## config.mk

```make
export PLATFORM = sky130hd
export DESIGN_NAME = inst_fetch_buffer_flat
export DESIGN_NICKNAME = d
export VERILOG_FILES = /design/src/rtl/inst_fetch_buffer_pkg.sv /design/src/rtl/inst_fetch_buffer_if.sv /design/src/rtl/inst_fetch_buffer_fifo.sv /design/src/rtl/inst_fetch_buffer.sv /design/src/flat_wrapper.sv
export SDC_FILE = /design/constraint.sdc
export NUM_CORES = 1
export LEC_CHECK = 0
export ABC_CLOCK_PERIOD_IN_PS = 3800
export CORE_AREA = 2 2 122 242
export DETAILED_ROUTE_END_ITERATION = 6
export DIE_AREA = 0 0 124 244
export PLACE_DENSITY = 0.82
export SLEW_MARGIN = 20
export SYNTH_ARGS = -nofsm -noshare
export SYNTH_HDL_FRONTEND = slang
export SYNTH_SLANG_ARGS = --single-unit
```

## constraint.sdc

```tcl
create_clock -name clk -period 3.8 [get_ports clk]
set_input_delay 0.38 -clock clk [delete_from_list [all_inputs] [get_ports clk]]
set_output_delay 0.38 -clock clk [all_outputs]
set_load 0.01 [all_outputs]
```

## src/rtl/inst_fetch_buffer_pkg.sv

```systemverilog
// spu_fetch_pkg: shared widths, NOP encoding and FIFO entry type for the SPU fetch buffer
package spu_fetch_pkg;
  localparam int INST_W = 32;
  localparam int PC_W = 18;
  localparam int INST_PAIR_W = 2 * INST_W;
  localparam logic [INST_W-1:0] NOP_INST = 32'h4020_0000;
  typedef struct packed {
    logic [PC_W-1:0] pc;
    logic [INST_PAIR_W-1:0] pair;
  } fetch_entry_t;
endpackage

```

## src/rtl/inst_fetch_buffer_if.sv

```systemverilog
// inst_fetch_buffer_if: LS read port, branch redirect and Decoder handshake of the fetch buffer
interface inst_fetch_buffer_if;
  import spu_fetch_pkg::*;
  logic lsRdEn;
  logic [PC_W-1:0] lsRdAddr;
  logic [INST_PAIR_W-1:0] lsRdData;
  logic redirectVal;
  logic [PC_W-1:0] redirectPc;
  logic stallIn;
  logic instValid;
  logic [INST_PAIR_W-1:0] instOut;
  logic [PC_W-1:0] pcOut;
  modport master (
    output lsRdEn, lsRdAddr, instValid, instOut, pcOut,
    input lsRdData, redirectVal, redirectPc, stallIn
  );
  modport slave (
    input lsRdEn, lsRdAddr, instValid, instOut, pcOut,
    output lsRdData, redirectVal, redirectPc, stallIn
  );
endinterface

```

## src/rtl/inst_fetch_buffer_fifo.sv

```systemverilog
// fetch_fifo: DEPTH-entry FIFO of fetch entries; clear wins over push and pop
module fetch_fifo
  import spu_fetch_pkg::*;
#(
  parameter int DEPTH = 4,
  localparam int AW = $clog2(DEPTH)
) (
  input  logic         clk,
  input  logic         rst_n,
  input  logic         push_i,
  input  logic         pop_i,
  input  logic         clear_i,
  input  fetch_entry_t din_i,
  output fetch_entry_t head_o,
  output logic [AW:0]  count_o
);
  fetch_entry_t mem_q [DEPTH];
  logic [AW-1:0] wr_q, rd_q;
  logic [AW:0] cnt_q;
  always_ff @(posedge clk or negedge rst_n)
    if (!rst_n) begin
      for (int i = 0; i < DEPTH; i++) mem_q[i] <= '0;
      wr_q <= '0;
      rd_q <= '0;
      cnt_q <= '0;
    end else if (clear_i) begin
      wr_q <= '0;
      rd_q <= '0;
      cnt_q <= '0;
    end else begin
      if (push_i) mem_q[wr_q] <= din_i;
      wr_q <= push_i ? wr_q + 1'b1 : wr_q;
      rd_q <= pop_i ? rd_q + 1'b1 : rd_q;
      cnt_q <= cnt_q + {{AW{1'b0}}, push_i} - {{AW{1'b0}}, pop_i};
    end
  assign head_o = mem_q[rd_q];
  assign count_o = cnt_q;
endmodule

```

## src/rtl/inst_fetch_buffer.sv

```systemverilog
// inst_fetch_buffer: fetches LS instruction pairs into a FIFO feeding the dual-issue Decoder.
// Define FETCH_PERF_EN to add the stall/empty/redirect performance counters.
module inst_fetch_buffer
  import spu_fetch_pkg::*;
#(
  parameter int DEPTH = 4,
  localparam int AW = $clog2(DEPTH)
) (
  input logic clk,
  input logic reset,
  inst_fetch_buffer_if.master bus
`ifdef FETCH_PERF_EN
  ,
  output logic [31:0] perfStallCnt,
  output logic [31:0] perfEmptyCnt,
  output logic [15:0] perfRedirCnt
`endif
);
  logic [PC_W-1:0] fetch_pc_q, resp_pc_q;
  logic run_q, inflight_q, kill_q, odd_q;
  logic issue, push, pop;
  logic [AW:0] count;
  logic [AW+1:0] used;
  logic unused_pc_bits;
  fetch_entry_t din, head;
  assign used = {1'b0, count} + {{(AW+1){1'b0}}, inflight_q};
  // run_q keeps the strobe low until the first edge after reset release
  assign issue = run_q && !bus.redirectVal && (used < (AW+2)'(DEPTH));
  assign push = inflight_q && !kill_q;
  assign pop = bus.instValid && !bus.stallIn;
  assign unused_pc_bits = ^bus.redirectPc[1:0];
  always_comb begin
    din.pc = resp_pc_q;
    din.pair = odd_q ? {NOP_INST, bus.lsRdData[INST_W-1:0]} : bus.lsRdData;
  end
  always_ff @(posedge clk or negedge reset)
    if (!reset) begin
      fetch_pc_q <= '0;
      resp_pc_q <= '0;
      run_q <= 1'b0;
      inflight_q <= 1'b0;
      kill_q <= 1'b0;
      odd_q <= 1'b0;
    end else begin
      run_q <= 1'b1;
      inflight_q <= issue;
      kill_q <= bus.redirectVal && inflight_q;
      resp_pc_q <= fetch_pc_q;
      fetch_pc_q <= bus.redirectVal ? {bus.redirectPc[PC_W-1:3], 3'b000}
                  : issue ? fetch_pc_q + PC_W'(8) : fetch_pc_q;
      // odd-word target: only the first pair after the redirect gets slot 0 replaced
      odd_q <= bus.redirectVal ? bus.redirectPc[2] : push ? 1'b0 : odd_q;
    end
  fetch_fifo #(.DEPTH(DEPTH)) u_fifo (
    .clk(clk),
    .rst_n(reset),
    .push_i(push),
    .pop_i(pop),
    .clear_i(bus.redirectVal),
    .din_i(din),
    .head_o(head),
    .count_o(count)
  );
  assign bus.lsRdEn = issue;
  assign bus.lsRdAddr = fetch_pc_q;
  assign bus.instValid = count != '0;
  assign bus.instOut = head.pair;
  assign bus.pcOut = head.pc;
`ifdef FETCH_PERF_EN
  logic redir_d_q;
  always_ff @(posedge clk or negedge reset)
    if (!reset) begin
      redir_d_q <= 1'b0;
      perfStallCnt <= '0;
      perfEmptyCnt <= '0;
      perfRedirCnt <= '0;
    end else begin
      redir_d_q <= bus.redirectVal;
      perfStallCnt <= (bus.instValid && bus.stallIn && !(&perfStallCnt)) ? perfStallCnt + 32'd1 : perfStallCnt;
      perfEmptyCnt <= (!bus.instValid && !redir_d_q && !(&perfEmptyCnt)) ? perfEmptyCnt + 32'd1 : perfEmptyCnt;
      perfRedirCnt <= (bus.redirectVal && !(&perfRedirCnt)) ? perfRedirCnt + 16'd1 : perfRedirCnt;
    end
`endif
endmodule
```

## src/flat_wrapper.sv

```systemverilog
// flat-port wrapper written by rule: the top's interface ports become plain ports
module inst_fetch_buffer_flat import spu_fetch_pkg::*;
#(
  parameter int DEPTH = 4,
  localparam int AW = $clog2(DEPTH)
)
  (clk, reset, bus_lsRdEn, bus_lsRdAddr, bus_instValid, bus_instOut, bus_pcOut, bus_lsRdData, bus_redirectVal, bus_redirectPc, bus_stallIn);
  inst_fetch_buffer_if bus_i ();
  input logic clk;
  input logic reset;
  output wire logic [$bits(bus_i.lsRdEn)-1:0] bus_lsRdEn;
  output wire logic [$bits(bus_i.lsRdAddr)-1:0] bus_lsRdAddr;
  output wire logic [$bits(bus_i.instValid)-1:0] bus_instValid;
  output wire logic [$bits(bus_i.instOut)-1:0] bus_instOut;
  output wire logic [$bits(bus_i.pcOut)-1:0] bus_pcOut;
  input wire logic [$bits(bus_i.lsRdData)-1:0] bus_lsRdData;
  input wire logic [$bits(bus_i.redirectVal)-1:0] bus_redirectVal;
  input wire logic [$bits(bus_i.redirectPc)-1:0] bus_redirectPc;
  input wire logic [$bits(bus_i.stallIn)-1:0] bus_stallIn;
  assign bus_lsRdEn = bus_i.lsRdEn;
  assign bus_lsRdAddr = bus_i.lsRdAddr;
  assign bus_instValid = bus_i.instValid;
  assign bus_instOut = bus_i.instOut;
  assign bus_pcOut = bus_i.pcOut;
  assign bus_i.lsRdData = bus_lsRdData;
  assign bus_i.redirectVal = bus_redirectVal;
  assign bus_i.redirectPc = bus_redirectPc;
  assign bus_i.stallIn = bus_stallIn;
  inst_fetch_buffer #(.DEPTH(DEPTH)) u_core (.clk(clk), .reset(reset), .bus(bus_i));
endmodule
```

======== After elaboration in Yosys (flattened, before gate mapping) ========
Cells that the tools add are included.
operators by class
  bitwise gates (word level) .............. 3
  magnitude comparators ................... 4
  add/sub/neg operators ................... 6
  multiplexer cells ....................... 16
  reduce and logical (&&, ||, !) cells .... 14
operator list
  cell                                                                  number
  328-bit bitwise mux                                                   1
  82-bit 2-to-1 mux                                                     3
  82-bit binary-select mux with 2-bit select                            1
  82-bit demux with 2-bit select                                        1
  64-bit 2-to-1 mux                                                     1
  18-bit 2-to-1 mux                                                     2
  18-bit by 4-bit adder with 18-bit output, second input constant       1
  2-bit 2-to-1 mux                                                      4
  3-bit greater-or-equal comparator, second input constant              2
  1-bit logical AND                                                     6
  2-bit inverter with 3-bit output                                      2
  2-bit nonzero test                                                    3
  2-bit by 1-bit adder with 2-bit output, second input constant         2
  3-bit by 1-bit adder with 4-bit output                                1
  4-bit by 3-bit < comparator with 1-bit output, second input constant  1
  3-bit by 1-bit adder with 3-bit output                                1
  1-bit logical NOT                                                     3
  3-bit by 1-bit < comparator with 1-bit output, second input constant  1
  3-bit 2-to-1 mux                                                      1
  3-bit nonzero test                                                    1
  3-bit by 1-bit subtractor with 3-bit output                           1
  1-bit 2-to-1 mux                                                      2
  2-bit AND reduction                                                   1
  1-bit inverter                                                        1
word-level totals
  bits in registers ....................... 375
  output and inout port bits .............. 102
  word-level logic and storage cells ...... 60
  input port bits ......................... 86

======== Depth between registers and ports, before layout ========
Gate-level depths: netlist of the first run.
  depth after elaboration ................. 6
  depth in mapped cells ................... 9
  depth with buffers taken out ............ 9

======== Modules after synthesis ========
From an unflattened synthesis of the first run, not the netlist that was laid out.
unflattened totals
  cell total of the unflattened synthesis .. 995
  area total of the unflattened synthesis .. 17496.8 µm²
by module, submodules not included
  module             area an instance (µm²)  cells each  sequential area each (µm²)  times used
  fetch_fifo         15842.7                 831         8383.0                      1
  inst_fetch_buffer  1654.1                  164         850.8                       1

======== Least setup slack after synthesis of the first run ========
OpenSTA, ideal clock, no wires.
  kind .................................... register -> register
  from .................................... register u_core.u_fifo.cnt_q[1], in the netlist u_core.u_fifo.count_o[1]
  to ...................................... register u_core.u_fifo.cnt_q[2], in the netlist u_core.u_fifo.count_o[2]
  slack ................................... 1847 ps
  arrival time ............................ 1821 ps
  clock period less this slack ............ 1953 ps
  library setup time ...................... 132 ps
  cell stages (with the launch flop) ...... 10
  required time ........................... 3668 ps
  path buffers ............................ 0
  cells stage by stage .................... dfrtp_1 > nor3_1 > nor2_1 > ha_1 > inv_1 > ha_1 > inv_1 > fa_1 > xnor2_1 > nor2_1
on the way
  word-level cells in the longest chain between the ends .. 4
  elaborated cells on any way between the ends .. 5
  those cells by class .................... add/sub: 2; mux: 1; reduce/logical: 2
ends and longest elaborated chain
  what                                                                            RTL line                      source
  start: declaration                                                              inst_fetch_buffer_fifo.sv:19  logic [AW:0] cnt_q;
  start signal: assignment                                                        inst_fetch_buffer_fifo.sv:34  cnt_q <= cnt_q + {{AW{1'b0}}, push_i} - {{AW{1'b0}}, pop_i};
  branches (longest 2 deep; another with 3-bit by 1-bit adder with 3-bit output)  -
  3-bit by 1-bit subtractor with 3-bit output *                                   inst_fetch_buffer_fifo.sv:34
  3-bit 2-to-1 mux *                                                              inst_fetch_buffer_fifo.sv:26  end else if (clear_i) begin
Every way passes the cells marked *.
A chain may end at the register's enable or synchronous reset.

======== Final worst setup path of the first run ========
  from .................................... register u_core.u_fifo.rd_q[0]
  to ...................................... output bus_instOut[18]
on the way
  word-level cells in the longest chain between the ends .. 4
ends and longest elaborated chain
  what                                                    RTL line                      source
  start: declaration                                      inst_fetch_buffer_fifo.sv:18  logic [AW-1:0] wr_q, rd_q;
  start signal: assignment                                inst_fetch_buffer_fifo.sv:33  rd_q <= pop_i ? rd_q + 1'b1 : rd_q;
  2-bit inverter with 3-bit output (implied by the code)  inst_fetch_buffer_fifo.sv:36  assign head_o = mem_q[rd_q];
  82-bit binary-select mux with 2-bit select              inst_fetch_buffer_fifo.sv:36
  82-bit 2-to-1 mux (implied by the code) (2 in series)   inst_fetch_buffer_fifo.sv:36
  end: declaration                                        flat_wrapper.sv:14            output wire logic [$bits(bus_i.instOut)-1:0] bus_instOut;
No other way between the ends. The select of a mux whose other input is x is not followed.

==> results.yml, run 1 <==
synthesis:
  ys_seq_elements: 357
  synth_seq_area_share_pct: 57.9
  synth_cells: 1129
  syn_avg_cell_area_um2: 13.7
  syn_area_um2: 15400
  synth_edf_count: 0
  synthArstFlopShare_pct: 100
  yosysUniqueCellTypes: 46
  synth_flop_cell: "dfrtp_1"
  ys_warn_count: 0
flow_run:
  maxCapViolations: 0
setup_path:
  worst-setup-path-type: "flop to output port"
  r2r_setup_slack_ns: 1.55
  cp-start-kind: "flop"
  slowest_delay_ns: 0.68
  end_kind: "output port"
  cp_slowest_cell: "dfrtp_4"
  cp_max_fo: 19
  cp_cell_sequence: "buf_4 > mux4_2 > clkdlybuf4s50_1"
  critPathRequiredTime_ns: 3.42
  cp.arrival_ns: 2.71
timing:
  hold_violations: 0
  tns_ns: 0
  final.setup.worst_slack_ns: 0.713
  fmax_ghz: 0.324
  finalCritPeriodShare_pct: 81.2
  max_slew_margin_pct: 52.6
  rsz0062_at_grt: "no"
  worst_pin_slew_ns: 0.711
  drv_slew: 0
  fin_crit_ns: 3.09
  skew_ns: 0.0150
  setup_viol: 0
route:
  wirelength_um: 33600
  drtIter0Drc: 452
  drtAntennaViolNets: 0
  wl_per_cell_um: 20.3
  num_vias: 9640
  via_per_inst: 5.81
  drt_pre_antenna_iters: 5
  route.detailed.drc: 0
global_route:
  grt_max_degree: 133
  grt_pass1_vias: 10500
  antenna_found_initial: 4
  grt_usage_pct: 23.0
  grt_pass1_wl_um: 54200
  grt-ovfl-total: 0
power_and_ir_drop:
  p_leak_nw: 8.26
  vdd_ir_drop_max_uv: 448
  power_density_nw_per_um2: 686
clock_tree:
  cts.sinks: 357
  cts_buffer_depth: 3
  path_clk_slew_ns: 0.07
  htree_levels: 1
  cts-root-buf: "clkbuf_16"
  numCtsBuffers: 30
  cts_tree: "built"
  cts-resized-gates: 0
  clkLatencyLatePin_ns: 0.55
placed_design:
  port_buffers: 179
  gp_congestion: 0.767
  placed_cell_area_um2: 17500
  dpl.hpwl_um: 21100
  pre_cts_slack_ns: 1.16
cells_and_area:
  fin_area_um2: 18500
  final_nets: 1374
  area_growth_pct: 20.1
  layout_common_cells: "dfrtp_1, mux2_2, clkdlybuf4s50_1"
  layout_commonest_cell: "dfrtp_1"
  drive_gt1_share_pct: 26.5
floorplan:
  start_util_pct: 54.6
  die_area_um2: 30300
  fp.coreArea_um2: 28300
  fp.dieW_um: 124
  io_pins: 188
  die_h_um: 244
  rows: 87
run_status:
  status: "finished, final reports clean"
min_path:
  hold_class: "input pin to flop"
state kept, by name, summed over array words and instances (netlist names):
| name | count |
|---|---|
| u_core.u_fifo.mem_q | 316 |
| u_core.bus.lsRdAddr | 15 |
| u_core.resp_pc_q | 15 |
| u_core.u_fifo.count_o | 3 |
| u_core.u_fifo.rd_q | 2 |
| u_core.u_fifo.wr_q | 2 |
| u_core.inflight_q | 1 |
| u_core.kill_q | 1 |
| u_core.odd_q | 1 |
| u_core.run_q | 1 |
synth_stat cells (2+ instances only):
master    count  area share (%)
a221o_1       2            0.13
o31a_1        2            0.11
mux2_2      188              14
a31oi_1       3            0.12
and2_1        2           0.081
mux4_2       79              12
or4_1         5            0.24
nor4_1        2           0.081
ha_1          8            0.65
nand2_1     150             3.6
or2_2         2           0.081
buf_6        12            0.88
and4_1        2            0.11
nor3_1        2           0.065
nor2_1       17            0.41
inv_1        10            0.24
dfrtp_1     357              58
o311ai_1      2            0.11
nand2b_1     31             1.3
o21ai_0     132             4.3
o211ai_1      6            0.29
xnor2_1       5            0.28
nand3_1      11            0.36
or3_1         2           0.081
a21oi_1       3           0.097
nor2b_1       4            0.16
nand4_1       3            0.12
conb_1        2           0.049
buf_4         6            0.29
clkbuf_1     38            0.92
buf_2        26            0.84
where the power goes:
part / switching, mW / internal, mW
logic: 1.68 / 2.58
clock network: 1.36 / 1.77
registers: 0.594 / 4.75
total: 3.62 / 9.10
kinds of logic (layout without fill, tap and decap cells):
kind of cell	after synthesis	in the layout	share of synthesized area, %
compound gates	156	156	5.47
xor+xnor	5	5	0.284
fa+ha+maj	9	9	0.778
buf+inv	93	260	3.20
flops	357	357	57.9
mux	268	268	25.3
other cells	2	9	0.0486
simple gates	239	239	7.07
worst paths after layout:
kind / startpoint / to / depth (start not counted)
max: u_core.u_fifo.rd_q[0] / bus_instOut[18] / 3
min: bus_redirectPc[7] / u_core.bus.lsRdAddr[7] / 3
max reg2reg: u_core.u_fifo.count_o[1] / u_core.u_fifo.count_o[2] / 9
min reg2reg: u_core.bus.lsRdAddr[17] / u_core.resp_pc_q[17] / 0
max in group asynchronous: reset / u_core.u_fifo.mem_q[272] / 3
min in group asynchronous: reset / u_core.u_fifo.mem_q[316] / 2
layer usage:
layer / global-route usage, % / vias to the layer above / wire (um)
met5: 0 / - / 27
li1: - / 4311 / -
met3: 2.85 / 51 / 1320
met2: 42.3 / 228 / 18700
met1: 27.2 / 5046 / 12600
met4: 7.77 / 4 / 916
cell type report:
| cell class | instances | area, um2 |
|---|---|---|
| Fill cell | 2068 | 9750 |
| Sequential cell | 357 | 8940 |
| Multi-Input combinational cell | 684 | 6060 |
| Timing Repair Buffer | 196 | 2040 |
| Clock buffer | 44 | 935 |
| Tap cell | 356 | 445 |
| Clock inverter | 10 | 82.6 |
| Inverter | 10 | 37.5 |
| Antenna cell | 2 | 5.00 |
per-stage QoR:
step | power, mW | hold WS [ns] | utilization [%] | std cells
global route | 13.4 | 0.388 | 65.5 | 1659
detailed placement | 9.71 | 0.420 | 61.9 | 1602
finish | 12.7 | 0.385 | 65.5 | 1659
CTS | 12.9 | 0.362 | 65.5 | 1657
floorplan | 7.65 | 0.0844 | - | 1134
global placement | 9.52 | 0.409 | 61.9 | 1602
timing repair:
item | CTS | global route
buffers inserted | 0 | 0
hold endpoints to repair | 81 | 0
hold buffers | 1 | 0
critical path: cells and delay by family, from the launching register on:
| kind | cells | cell delay [ns] |
|---|---|---|
| buffers and inverters | 2 | 0.88 |
| multiplexers | 1 | 0.57 |
| flip-flops | 1 | 0.68 |
Note: power is estimated with default switching activity, not from simulation.
==> run 2, diff against run 1 <==
--- a/config.mk
+++ b/config.mk
@@ -5,11 +5,11 @@
 export SDC_FILE = /design/constraint.sdc
 export NUM_CORES = 1
 export LEC_CHECK = 0
-export ABC_CLOCK_PERIOD_IN_PS = 3800
-export CORE_AREA = 2 2 122 242
+export ABC_CLOCK_PERIOD_IN_PS = 2500
+export CORE_AREA = 2 2 128 254
 export DETAILED_ROUTE_END_ITERATION = 6
-export DIE_AREA = 0 0 124 244
-export PLACE_DENSITY = 0.82
+export DIE_AREA = 0 0 130 256
+export PLACE_DENSITY = 0.79
 export SLEW_MARGIN = 20
 export SYNTH_ARGS = -nofsm -noshare
 export SYNTH_HDL_FRONTEND = slang
==> constraint.sdc (replaced) <==
create_clock -name clk -period 2.5 [get_ports clk]
set_input_delay 0.25 -clock clk [delete_from_list [all_inputs] [get_ports clk]]
set_output_delay 0.25 -clock clk [all_outputs]
set_load 0.01 [all_outputs]
==> run 2 against run 1 <==
  * Cell count increased by 6.3%
  * Combinational power increased by 50%
  * Die area increased by 10%
  * Hold slack got worse by 0.14 ns
  * Setup slack got worse by 0.66 ns
  * Core utilization decreased by 4.8 points
  * Critical path depth increased by 2
  * Largest power group unchanged
  * Sequential power increased by 51%
  * Non-clock buffer count increased by 33
  * Count of clock-buffer cells in the layout decreased by 6
  * Sequential cell count unchanged
  * Clock power increased by 66%
==> results.yml, run 2 (same netlist as run 1, synthesis figures left out) <==
floorplan:
  start_util_pct: 49.1
  rows: 92
  die_area_um2: 33300
  fp.coreArea_um2: 31400
  io_pins: 188
  fp.dieW_um: 130
  die_h_um: 256
placed_design:
  gp_congestion: 0.802
  dpl.hpwl_um: 22500
  port_buffers: 179
  dp_cells: 1686
power_and_ir_drop:
  seqPwrFrac_pct: 41.0
  comb_power_share_pct: 32.6
  p_clk_share_pct: 26.4
  power_density_nw_per_um2: 1030
  p_leak_nw: 8.72
  internal_power_mw: 13.9
  power.share.switching_pct: 29.0
  vdd_ir_drop_max_uv: 762
  p_sw_mw: 5.69
cells_and_area:
  top_register: "u_core.u_fifo.mem_q"
  area_growth_pct: 23.6
  drive_gt1_share_pct: 29.5
  layout_commonest_cell: "dfrtp_1"
  instances_no_fill: 1764
  layout_common_cells: "dfrtp_1, mux2_2, nand2_1"
  largest_reg_flops: 316
  final_nets: 1408
  utilization_pct: 60.7
setup_path:
  end_kind: "output port"
  worst-setup-path-type: "flop to output port"
  cp-start-kind: "flop"
  cp_cell_sequence: "buf_12 > buf_16 > buf_4 > mux4_2 > clkdlybuf4s15_2"
  critPathBufInv: 4
  startpoint: "u_core.u_fifo.rd_q[0]"
  cp_max_fo: 7
  cp.arrival_ns: 2.20
  r2r_start: "u_core.u_fifo.count_o[1]"
  crit_family: "buffers and inverters"
  critPathRequiredTime_ns: 2.25
  slowest_delay_ns: 0.50
  cp_slowest_cell: "dfrtp_4"
clock_tree:
  cts.sinks: 357
  htree_levels: 1
  path_clk_slew_ns: 0.07
  numCtsBuffers: 31
  cts-root-buf: "clkbuf_16"
  cts_tree: "built"
  cts_buffer_depth: 3
  clkLatencyLatePin_ns: 0.57
flow_run:
  maxCapViolations: 0
timing:
  max_slew_margin_pct: 53.4
  tns_ns: 0
  finalCritPeriodShare_pct: 97.9
  worst_pin_slew_ns: 0.699
  fin_crit_ns: 2.45
  rsz0062_at_grt: "no"
  skew_ns: 0.0101
  setup_viol: 0
  drv_slew: 0
  fmax_ghz: 0.408
  hold_violations: 0
global_route:
  grt_pass1_wl_um: 57000
  grt_usage_pct: 21.8
  antenna_found_initial: 6
  grt-ovfl-total: 0
  grt_pass1_vias: 10700
  grt_max_degree: 90
route:
  drt_pre_antenna_iters: 5
  via_per_inst: 5.52
  wl_per_cell_um: 20.0
  num_vias: 9732
  route.detailed.drc: 0
  drtAntennaViolNets: 0
  drtIter0Drc: 431
  wirelength_um: 35200
run_status:
  status: "finished, final reports clean"
min_path:
  hold_class: "input pin to async pin"
==> run 2: cell count changes in the layout (fill, tap and decap cells not counted), moves of 6 or more <==
| cell | before | now |
|---|---|---|
| dlygate4sd2_1 | 0 | 65 |
| clkdlybuf4s50_1 | 178 | 100 |
| buf_2 | 0 | 9 |
| clkbuf_8 | 11 | 5 |
| buf_12 | 9 | 16 |
| buf_4 | 7 | 24 |
==> run 2: cell type report <==
cell class                 instances  area (um2)
fill                            2434       12300
sequential                       357        8940
multi-input combinational        684        6060
timing repair buffer             229        2380
clock buffer                      38         852
tap                              423         529
clock inverter                    19         265
inverter                          10        37.5
antenna                            4        10.0
==> run 2: stage by stage <==
step                      hold slack (ns)  total power, mW  area (um2)  setup WS (ns)
after floorplan                   -0.0456             11.6       15500          0.547
after global placement              0.290             14.6       17800          0.237
after detailed placement            0.297             14.9       17800          0.221
after CTS                           0.231             19.8       19000       0.000303
after global routing                0.273             20.7       19100       0.000425
final                               0.241             19.6       19100         0.0517
==> run 2: path summary, 6_finish.rpt <==
| check | end | slack (ns) | depth (start not counted) |
|---|---|---|---|
| max | bus_instOut[16] | 0.05 | 5 |
| min | u_core.u_fifo.mem_q[316] | 0.24 | 2 |
| max reg2reg | u_core.u_fifo.count_o[2] | 0.37 | 9 |
| min reg2reg | u_core.resp_pc_q[16] | 0.47 | 0 |
| max in group asynchronous | u_core.u_fifo.mem_q[171] | 1.41 | 3 |
| min in group clk | u_core.bus.lsRdAddr[15] | 0.25 | 3 |
==> run 2: power by group through the flow <==
stage               Sequential (mW)  Clock (mW)  Combinational (mW)
finish                         8.05        5.18                6.39
global route                   8.22        5.53                6.92
CTS                            8.02        5.29                6.48
detailed placement             8.19           0                6.69
global placement               8.04           0                6.54
floorplan                      7.82           0                3.81
==> run 2: repair_timing <==
item                                    CTS  global route
hold buffers                              1             0
resized for setup                       116             5
endpoints found under the setup margin   80             7
setup buffers                            13             0
gates cloned                              1             2
hold endpoints to repair                 75             0
==> run 2: layer usage <==
layer / global-route usage [%] / vias up / part of all wire [%]
met5: 0 / - / 0.094
met4: 9.29 / 4 / 4.0
met3: 2.42 / 77 / 3.2
met2: 39.5 / 214 / 55
met1: 25.6 / 5038 / 37
li1: - / 4399 / -
==> run 3, diff against run 2 <==
--- a/config.mk
+++ b/config.mk
@@ -10,7 +10,7 @@
 export DETAILED_ROUTE_END_ITERATION = 6
 export DIE_AREA = 0 0 130 256
 export PLACE_DENSITY = 0.79
-export SLEW_MARGIN = 20
+export SLEW_MARGIN = 10
 export SYNTH_ARGS = -nofsm -noshare
 export SYNTH_HDL_FRONTEND = slang
 export SYNTH_SLANG_ARGS = --single-unit
==> results of run 3 <==
The final DEF is identical to that of run 2; final timing and power are the same.
